`src/rtl/alu_frame_pkg.sv`:
```
// Shared constants for the ALU frame transmitter: opcodes, FSM states, frame sizing.
package alu_frame_pkg;

  localparam int unsigned FRAME_BITS   = 10;
  localparam int unsigned PAYLOAD_BITS = 10;

  typedef enum logic [1:0] {
    OP_DIV = 2'b00,
    OP_SUB = 2'b01,
    OP_SUM = 2'b10,
    OP_MUL = 2'b11
  } op_e;

  typedef enum logic [1:0] {
    ST_IDLE = 2'b00,
    ST_RST  = 2'b01,
    ST_SEND = 2'b10,
    ST_FIN  = 2'b11
  } state_e;

  // Transmission order is op[1] first, b[0] last.
  function automatic logic [PAYLOAD_BITS-1:0] pack_frame(input logic [1:0] op,
                                                         input logic [3:0] a,
                                                         input logic [3:0] b);
    return {op, a, b};
  endfunction

endpackage

```
`src/rtl/alu_frame_shreg.sv`:
```
// Parallel-load, MSB-first shift register holding the frame in flight.
module alu_frame_shreg
  import alu_frame_pkg::*;
#(
  parameter int unsigned WIDTH = FRAME_BITS
) (
  input  logic             clock,
  input  logic             reset,
  input  logic             load,
  input  logic             shift,
  input  logic [WIDTH-1:0] din,
  output logic             msb
);

  logic [WIDTH-1:0] sh_q;
  logic [WIDTH-1:0] sh_d;

  always_comb begin
    sh_d = sh_q;
    if (load) begin
      sh_d = din;
    end else if (shift) begin
      sh_d = {sh_q[WIDTH-2:0], 1'b0};
    end
  end

  always_ff @(posedge clock or posedge reset) begin
    if (reset) begin
      sh_q <= '0;
    end else begin
      sh_q <= sh_d;
    end
  end

  assign msb = sh_q[WIDTH-1];

endmodule

```
`src/rtl/alu_frame_tx.sv`:
```
// Serialises {op,a,b} to a downstream serial ALU: reset pulse, frame bits, done pulse.
//   state | meaning
//   IDLE  | waiting for start; frame latched on the accepting edge
//   RST   | one-cycle alu_reset pulse
//   SEND  | one frame bit per cycle, MSB first
//   FIN   | one-cycle done pulse, then back to IDLE
module alu_frame_tx
  import alu_frame_pkg::*;
#(
  parameter int unsigned FRAME_BITS = alu_frame_pkg::FRAME_BITS
) (
  input  logic       clock,
  input  logic       reset,
  input  logic       start,
  input  logic [1:0] op,
  input  logic [3:0] a,
  input  logic [3:0] b,
  output logic       alu_reset,
  output logic       data_out,
  output logic       busy,
  output logic       done
);

  localparam logic [3:0] CNT_LAST = 4'(FRAME_BITS - 1);

  state_e                state_q;
  logic [3:0]            bit_cnt_q;
  logic                  alu_reset_q;
  logic                  data_out_q;
  logic                  busy_q;
  logic                  done_q;

  logic                  sh_load;
  logic                  sh_shift;
  logic                  sh_msb;
  logic [FRAME_BITS-1:0] load_word;

  // Payload is left-justified so the opcode always leads the frame.
  always_comb begin
    load_word = '0;
    load_word[FRAME_BITS-1 -: PAYLOAD_BITS] = pack_frame(op, a, b);
  end

  assign sh_load  = (state_q == ST_IDLE) && start;
  assign sh_shift = (state_q == ST_RST) ||
                    ((state_q == ST_SEND) && (bit_cnt_q != CNT_LAST));

  alu_frame_shreg #(
    .WIDTH (FRAME_BITS)
  ) u_shreg (
    .clock (clock),
    .reset (reset),
    .load  (sh_load),
    .shift (sh_shift),
    .din   (load_word),
    .msb   (sh_msb)
  );

  always_ff @(posedge clock or posedge reset) begin
    if (reset) begin
      state_q     <= ST_IDLE;
      bit_cnt_q   <= '0;
      alu_reset_q <= 1'b0;
      data_out_q  <= 1'b0;
      busy_q      <= 1'b0;
      done_q      <= 1'b0;
    end else begin
      alu_reset_q <= 1'b0;
      data_out_q  <= 1'b0;
      done_q      <= 1'b0;
      case (state_q)
        ST_IDLE: begin
          if (start) begin
            state_q     <= ST_RST;
            alu_reset_q <= 1'b1;
            busy_q      <= 1'b1;
          end
        end
        ST_RST: begin
          state_q    <= ST_SEND;
          bit_cnt_q  <= '0;
          data_out_q <= sh_msb;
        end
        ST_SEND: begin
          if (bit_cnt_q == CNT_LAST) begin
            state_q   <= ST_FIN;
            bit_cnt_q <= '0;
            done_q    <= 1'b1;
          end else begin
            bit_cnt_q  <= bit_cnt_q + 4'd1;
            data_out_q <= sh_msb;
          end
        end
        ST_FIN: begin
          state_q <= ST_IDLE;
          busy_q  <= 1'b0;
        end
        default: begin
          state_q <= ST_IDLE;
          busy_q  <= 1'b0;
        end
      endcase
    end
  end

  assign alu_reset = alu_reset_q;
  assign data_out  = data_out_q;
  assign busy      = busy_q;
  assign done      = done_q;

endmodule

```
`config.mk`:
```
export PLATFORM = sky130hd
export DESIGN_NAME = alu_frame_tx
export DESIGN_NICKNAME = d
export VERILOG_FILES = /design/src/rtl/alu_frame_pkg.sv /design/src/rtl/alu_frame_shreg.sv /design/src/rtl/alu_frame_tx.sv
export SDC_FILE = /design/constraint.sdc
export NUM_CORES = 1
export LEC_CHECK = 0
export ABC_AREA = 0
export CORE_ASPECT_RATIO = 0.9
export CORE_MARGIN = 1
export CORE_UTILIZATION = 30
export CTS_BUF_LIST = sky130_fd_sc_hd__clkbuf_8 sky130_fd_sc_hd__clkbuf_16
export DETAILED_ROUTE_END_ITERATION = 8
export GPL_ROUTABILITY_DRIVEN = 0
export GPL_TIMING_DRIVEN = 0
export PLACE_DENSITY = 0.6
export SLEW_MARGIN = 10
export SYNTH_ARGS = -nofsm -noshare
export SYNTH_HDL_FRONTEND = slang
export SYNTH_HIERARCHICAL = 1
export SYNTH_SLANG_ARGS = --single-unit
export TNS_END_PERCENT = 30
```
`constraint.sdc`:
```
create_clock -name clock -period 1.7 [get_ports clock]
set_input_delay 0.34 -clock clock [delete_from_list [all_inputs] [get_ports clock]]
set_output_delay 0.34 -clock clock [all_outputs]
set_load 0.05 [all_outputs]
```
==> out/qor.yml, run 1 <==
tns_ns: 0
tightestPinTransition_ns: 0.484
leakagePower_nw: 0.646
muxShareOfSynthArea: 0.0979
synth_top_family_by_area: "simple AND/OR/NAND/NOR gates"
fin_crit_ns: 1.57
vdd_drop_max_mv: 0.415
finClkSkew_ns: 0.00226
synthXorXnorAreaFrac: 0
syn_avg_cell_area_um2: 10.3
max-slew-margin-rel: 0.679
start_util: 0.326
dpl_cell_area_um2: 1230
rrSetupSlack_ns: 0.13
hold_path.class: "in -> async"
cap_violations: 0
drv_slew: 0
nets: 141
area_growth_pct: 25.7
combPwrFrac: 0.507
setup_viol: 0
drive_gt1_frac: 0.118
synth_cell_types: 22
track_usage: 0.115
seq_area_frac_synth: 0.490
synth-simple-area-share: 0.127
antenna_found_initial: 0
grt_max_degree: 11
end_kind: "register"
num_vias: 731
r2r-start: "state_q[0]$_DFFE_PP0P_"
grt_overflow: 0
hpwl_um: 1340
synth-main-ff-cell: "dfrtp_1"
drc_errors: 0
fillers: 316
htreeDepth: 1
worstSetupStartpointType: "register"
chipWidth_um: 63.5
syn_area_um2: 1020
cp.required_ns: 1.84
clk_path_buf_depth: 2
status: "finished, final reports clean"
cts_buffers: 3
ioPinCount: 17
cp-startpoint: "state_q[0]$_DFFE_PP0P_"
drt.antenna.violating_nets: 0
pwr-share-clk: 0.140
drt-pass1-iter-count: 4
fp-row-count: 19
synthArstFlopShare: 1.00
path_max_fanout: 10
synthCells: 99
dieArea_um2: 3650
p_sw_mw: 0.854
pwr_density_cell_nw_per_um2: 1670
cts_hold_buf: 0
cts_root_buf: "clkbuf_8"
fmax_mhz: 637
path_class: "reg -> reg"
first_iter_violations: 27
critPathTopFamily: "buffers and inverters"
synth-compound-area-share: 0.125
max_stage_delay_ns: 0.42
timing.rr.end: "u_shreg/sh_q[1]$_DFFE_PP0P_"
rsz0062_at_grt: "false"
crit_slowest_cell: "dfrtp_1"
grt_pass1_vias: 750
wl_um: 1800
final_cell_area_um2: 1280
swShare: 0.397
pwr-share-seq: 0.353
intPower_mw: 1.30
yosys_warnings: 6
n_antenna_cell: 0
synth-edff-count: 0
arrival_ns: 1.71
cts_tree: "yes"
core_um2: 3140
clock_latency_ns: 0.25
path_common_cell: "inv_1"
crit_path_cell_trace: "inv_1 > ha_1 > buf_2 > a21oi_2 > inv_1 > buf_6 > mux2i_1 > o21ai_1"
avgViaCountPerCell: 4.54
clk_pin_slew_ns: 0.07
ys_ff_latch: 20
syn_nets: 119
synthAdderAreaFrac: 0.0857
portBuffers: 16
cts_sinks: 20
avgRoutedWirePerCell_um: 11.2
die_h_um: 57.4
worst-path-buf-inv: 4
grt_pass1_wl_um: 3190
post-route-period-util: 0.923
hold_viol_final: 0
rr_worst_depth: 8
## logic make-up (layout without fill, tap and decap cells)
kind of cell	count (synthesis)	count (layout)
DFF	20	20
and+or+nand+nor	25	25
muxes	10	10
adders and majority gates	7	7
buffers and inverters	15	35
AOI/OAI and AO/OA	22	22
## power by group through the flow
stage	clock network [mW]	registers (mW)	logic, mW
final	0.302	0.759	1.09
after global routing	0.342	0.780	1.23
after CTS	0.320	0.760	1.08
after detailed placement	0	0.770	1.09
after global placement	0	0.763	1.07
after floorplan	0	0.841	0.770
## how the worst max path moves through the flow
stage,slack [ns],depth (start not counted),to
floorplan,0.25,8,u_shreg/sh_q[1]$_DFFE_PP0P_
global placement,0.12,8,u_shreg/sh_q[5]$_DFFE_PP0P_
detailed placement,0.1,8,u_shreg/sh_q[4]$_DFFE_PP0P_
CTS,0.09,8,u_shreg/sh_q[4]$_DFFE_PP0P_
global route,0.01,8,u_shreg/sh_q[1]$_DFFE_PP0P_
finish,0.13,8,u_shreg/sh_q[1]$_DFFE_PP0P_
## metrics by stage
step / cells / total power [mW] / hold slack [ns] / worst slack, ns / utilization
detailed placement: 157 / 1.86 / 0.507 / 0.0963 / 0.394
global route: 161 / 2.35 / 0.422 / 0.0102 / 0.409
floorplan: 99 / 1.61 / 0.180 / 0.248 / -
global placement: 157 / 1.84 / 0.495 / 0.120 / 0.394
finish: 161 / 2.15 / 0.390 / 0.130 / 0.409
CTS: 160 / 2.16 / 0.403 / 0.0874 / 0.405
## sequential cells by signal (all words and copies together), names as in the netlist
signal	count
done	1
state_q	2
data_out	1
busy	1
bit_cnt_q	4
alu_reset	1
u_shreg/sh_q	10
## worst reg2reg max path: stages, from the launching register on
cell and delay (ns):
dfrtp_1 0.42, inv_1 0.12, ha_1 0.15, buf_2 0.19
a21oi_2 0.08, inv_1 0.07, buf_6 0.16, mux2i_1 0.21
o21ai_1 0.07
## synth_stat cells, types with 2 or more instances
| library cell | count | area, µm² |
|---|---|---|
| inv_1 | 11 | 41.3 |
| nand3_1 | 2 | 10.0 |
| nand2b_1 | 4 | 25.0 |
| o21ai_1 | 10 | 50.1 |
| nand2_1 | 14 | 52.6 |
| nor2_1 | 2 | 7.51 |
| o22ai_1 | 2 | 12.5 |
| ha_1 | 7 | 87.6 |
| buf_6 | 2 | 22.5 |
| mux2i_1 | 10 | 100 |
| o21ai_0 | 4 | 20.0 |
| dfrtp_1 | 20 | 500 |
| a21oi_1 | 2 | 10.0 |
## layout by cell type (no fill, tap or decap), types with 3 or more instances in the layout
cell type        synthesis  routed
nand2b_1                 4       4
mux2i_1                 10      10
inv_1                   11      11
dlygate4sd2_1            0       4
clkdlybuf4s50_1          0      12
dfrtp_1                 20      20
ha_1                     7       6
clkbuf_8                 0       3
nand2_1                 14      14
o21ai_1                 10      10
o21ai_0                  4       4
## area by class of cell
class / count / area [µm²] / share of cell area
sequential: 20 / 500 / 0.389
multi-input combinational: 64 / 452 / 0.352
timing repair buffer: 17 / 163 / 0.127
tap: 42 / 52.6 / 0.0409
clock buffer: 3 / 41.3 / 0.0321
inverter: 11 / 41.3 / 0.0321
buffer: 4 / 35.0 / 0.0273
## metal layers
metal / GRT usage / routed length, µm / vias up
met5: 0 / 0 / -
met4: 0.0779 / 27 / 0
met3: 0.0220 / 71 / 2
met2: 0.176 / 883 / 17
met1: 0.146 / 818 / 345
li1: - / - / 367
## timing repair
| action | CTS | global route |
|---|---|---|
| buffers inserted | 0 | 1 |
| gates resized for setup | 4 | 2 |
| pin swaps | 0 | 0 |
| endpoints found under the setup margin | 4 | 9 |
No activity file was read; power rests on OpenSTA's default activity.
==> inputs of run 2 (changes only) <==
--- a/config.mk
+++ b/config.mk
@@ -14,7 +14,6 @@
 export GPL_ROUTABILITY_DRIVEN = 0
 export GPL_TIMING_DRIVEN = 0
 export PLACE_DENSITY = 0.6
-export SLEW_MARGIN = 10
 export SYNTH_ARGS = -nofsm -noshare
 export SYNTH_HDL_FRONTEND = slang
 export SYNTH_HIERARCHICAL = 1
==> constraint.sdc (replaced) <==
create_clock -name clock -period 1.9 [get_ports clock]
set_input_delay 0.38 -clock clock [delete_from_list [all_inputs] [get_ports clock]]
set_output_delay 0.38 -clock clock [all_outputs]
set_load 0.05 [all_outputs]
==> out/qor.yml, run 2 (synthesis gave the netlist of run 1 again) <==
status: "finished, final reports clean"
hold_path.class: "in -> async"
clock_latency_ns: 0.25
clk_path_buf_depth: 2
hold_viol_final: 0
n_antenna_cell: 0
worst-path-buf-inv: 1
htreeDepth: 1
path_max_fanout: 2
cts_tree: "yes"
track_usage: 0.115
fin_crit_ns: 1.76
cap_violations: 0
max_stage_delay_ns: 0.79
cp.required_ns: 1.52
cts_hold_buf: 0
clk_pin_slew_ns: 0.07
intPower_mw: 1.16
largest_reg_flops: 10
tightestPinTransition_ns: 0.489
dieArea_um2: 3650
pwr-share-seq: 0.355
end_kind: "primary output"
die_h_um: 57.4
finClkSkew_ns: 0.00361
final_cell_mix: "dfrtp_1 (20), clkdlybuf4s50_1 (16), nand2_1 (14), inv_1 (11)"
wl_um: 1800
cts_buffers: 3
vdd_drop_max_mv: 0.350
grt_overflow: 0
cts_root_buf: "clkbuf_8"
leakagePower_nw: 0.627
pwr-share-clk: 0.140
portBuffers: 16
final_cell_area_um2: 1280
dpl_cell_area_um2: 1230
pwr_density_cell_nw_per_um2: 1500
cts_setup_buffers: 0
grt_pass1_wl_um: 3190
crit_path_cell_trace: "clkdlybuf4s50_1"
fmax_mhz: 567
area_growth_pct: 24.8
num_vias: 734
grt_max_degree: 11
antenna_found_initial: 0
grt_pass1_vias: 750
drive_gt1_frac: 0.0932
core_um2: 3140
path_class: "reg -> out"
layout_commonest_cell: "dfrtp_1"
rsz0062_at_grt: "false"
drc_errors: 0
crit_slowest_cell: "clkdlybuf4s50_1"
setup_viol: 0
swShare: 0.397
cts_sinks: 20
hpwl_um: 1340
drt.antenna.violating_nets: 0
tns_ns: 0
critPathTopFamily: "buffers and inverters"
ioPinCount: 17
fp-row-count: 19
first_iter_violations: 19
post-route-period-util: 0.929
nets: 140
chipWidth_um: 63.5
reg.largest.list: "u_shreg/sh_q (10), bit_cnt_q (4), state_q (2)"
max-slew-margin-rel: 0.673
arrival_ns: 1.38
drt-pass1-iter-count: 4
fillers: 314
worstSetupStartpointType: "register"
avgViaCountPerCell: 4.59
start_util: 0.326
cts_resized: 0
drv_slew: 0
regMostFlops: "u_shreg/sh_q"
p_sw_mw: 0.763
avgRoutedWirePerCell_um: 11.3
combPwrFrac: 0.505
==> run 2: changes by cell type in the layout (fill, tap and decap cells not counted), sizes merged <==
cell           delta
buf               -1
clkdlybuf4s50     +4
dlygate4sd2       -4
==> run 2: worst register-to-register path, stage by stage (launching register included) <==
cell and delay [ns]:
dfrtp_1 0.40, inv_1 0.10, ha_1 0.19, buf_2 0.17, a21oi_1 0.18, inv_1 0.07
buf_6 0.15, mux2i_1 0.16, o21ai_1 0.07
==> run 2: cell type report <==
cell class / instances / area (µm²) / share of cell area
clock buffer: 3 / 41.3 / 0.0324
sequential: 20 / 500 / 0.392
buffer: 4 / 35.0 / 0.0275
timing repair buffer: 16 / 160 / 0.125
multi-input combinational: 64 / 445 / 0.349
tap: 42 / 52.6 / 0.0412
inverter: 11 / 41.3 / 0.0324
==> run 2: per-layer routing <==
metal / share of wire / GRT usage / vias up
li1: - / - / 365
met1: 0.46 / 0.146 / 348
met2: 0.48 / 0.176 / 17
met3: 0.042 / 0.0220 / 4
met4: 0.020 / 0.0779 / 0
met5: 0 / 0 / -
==> run 2: worst paths after layout <==
kind	from	endpoint	slack, ns	cells past startpoint
min in group clock	u_shreg/sh_q[9]$_DFFE_PP0P_	data_out$_DFF_PP0_	0.51	2
max reg2reg	state_q[0]$_DFFE_PP0P_	u_shreg/sh_q[1]$_DFFE_PP0P_	0.28	8
max	busy$_DFFE_PP0P_	busy	0.14	1
min reg2reg	u_shreg/sh_q[9]$_DFFE_PP0P_	data_out$_DFF_PP0_	0.51	2
min	reset	data_out$_DFF_PP0_	0.43	2
max in group asynchronous	reset	u_shreg/sh_q[5]$_DFFE_PP0P_	1.19	2
==> run 2: stage by stage <==
step                      setup WS (ns)  utilization  power [mW]  std cells  hold WS [ns]
after floorplan                   0.448            -        1.44         99         0.220
after global routing             0.0756        0.407        2.09        160         0.462
after detailed placement          0.296        0.394        1.66        157         0.507
after CTS                         0.118        0.407        1.95        160         0.443
final                             0.135        0.407        1.92        160         0.430
after global placement            0.320        0.394        1.64        157         0.495
==> run 2: power by group through the flow <==
stage / Combinational, mW / Sequential [mW] / Clock [mW]
final: 0.970 / 0.681 / 0.270
after global routing: 1.09 / 0.699 / 0.306
after CTS: 0.980 / 0.681 / 0.286
after detailed placement: 0.975 / 0.689 / 0
after global placement: 0.959 / 0.683 / 0
after floorplan: 0.689 / 0.752 / 0
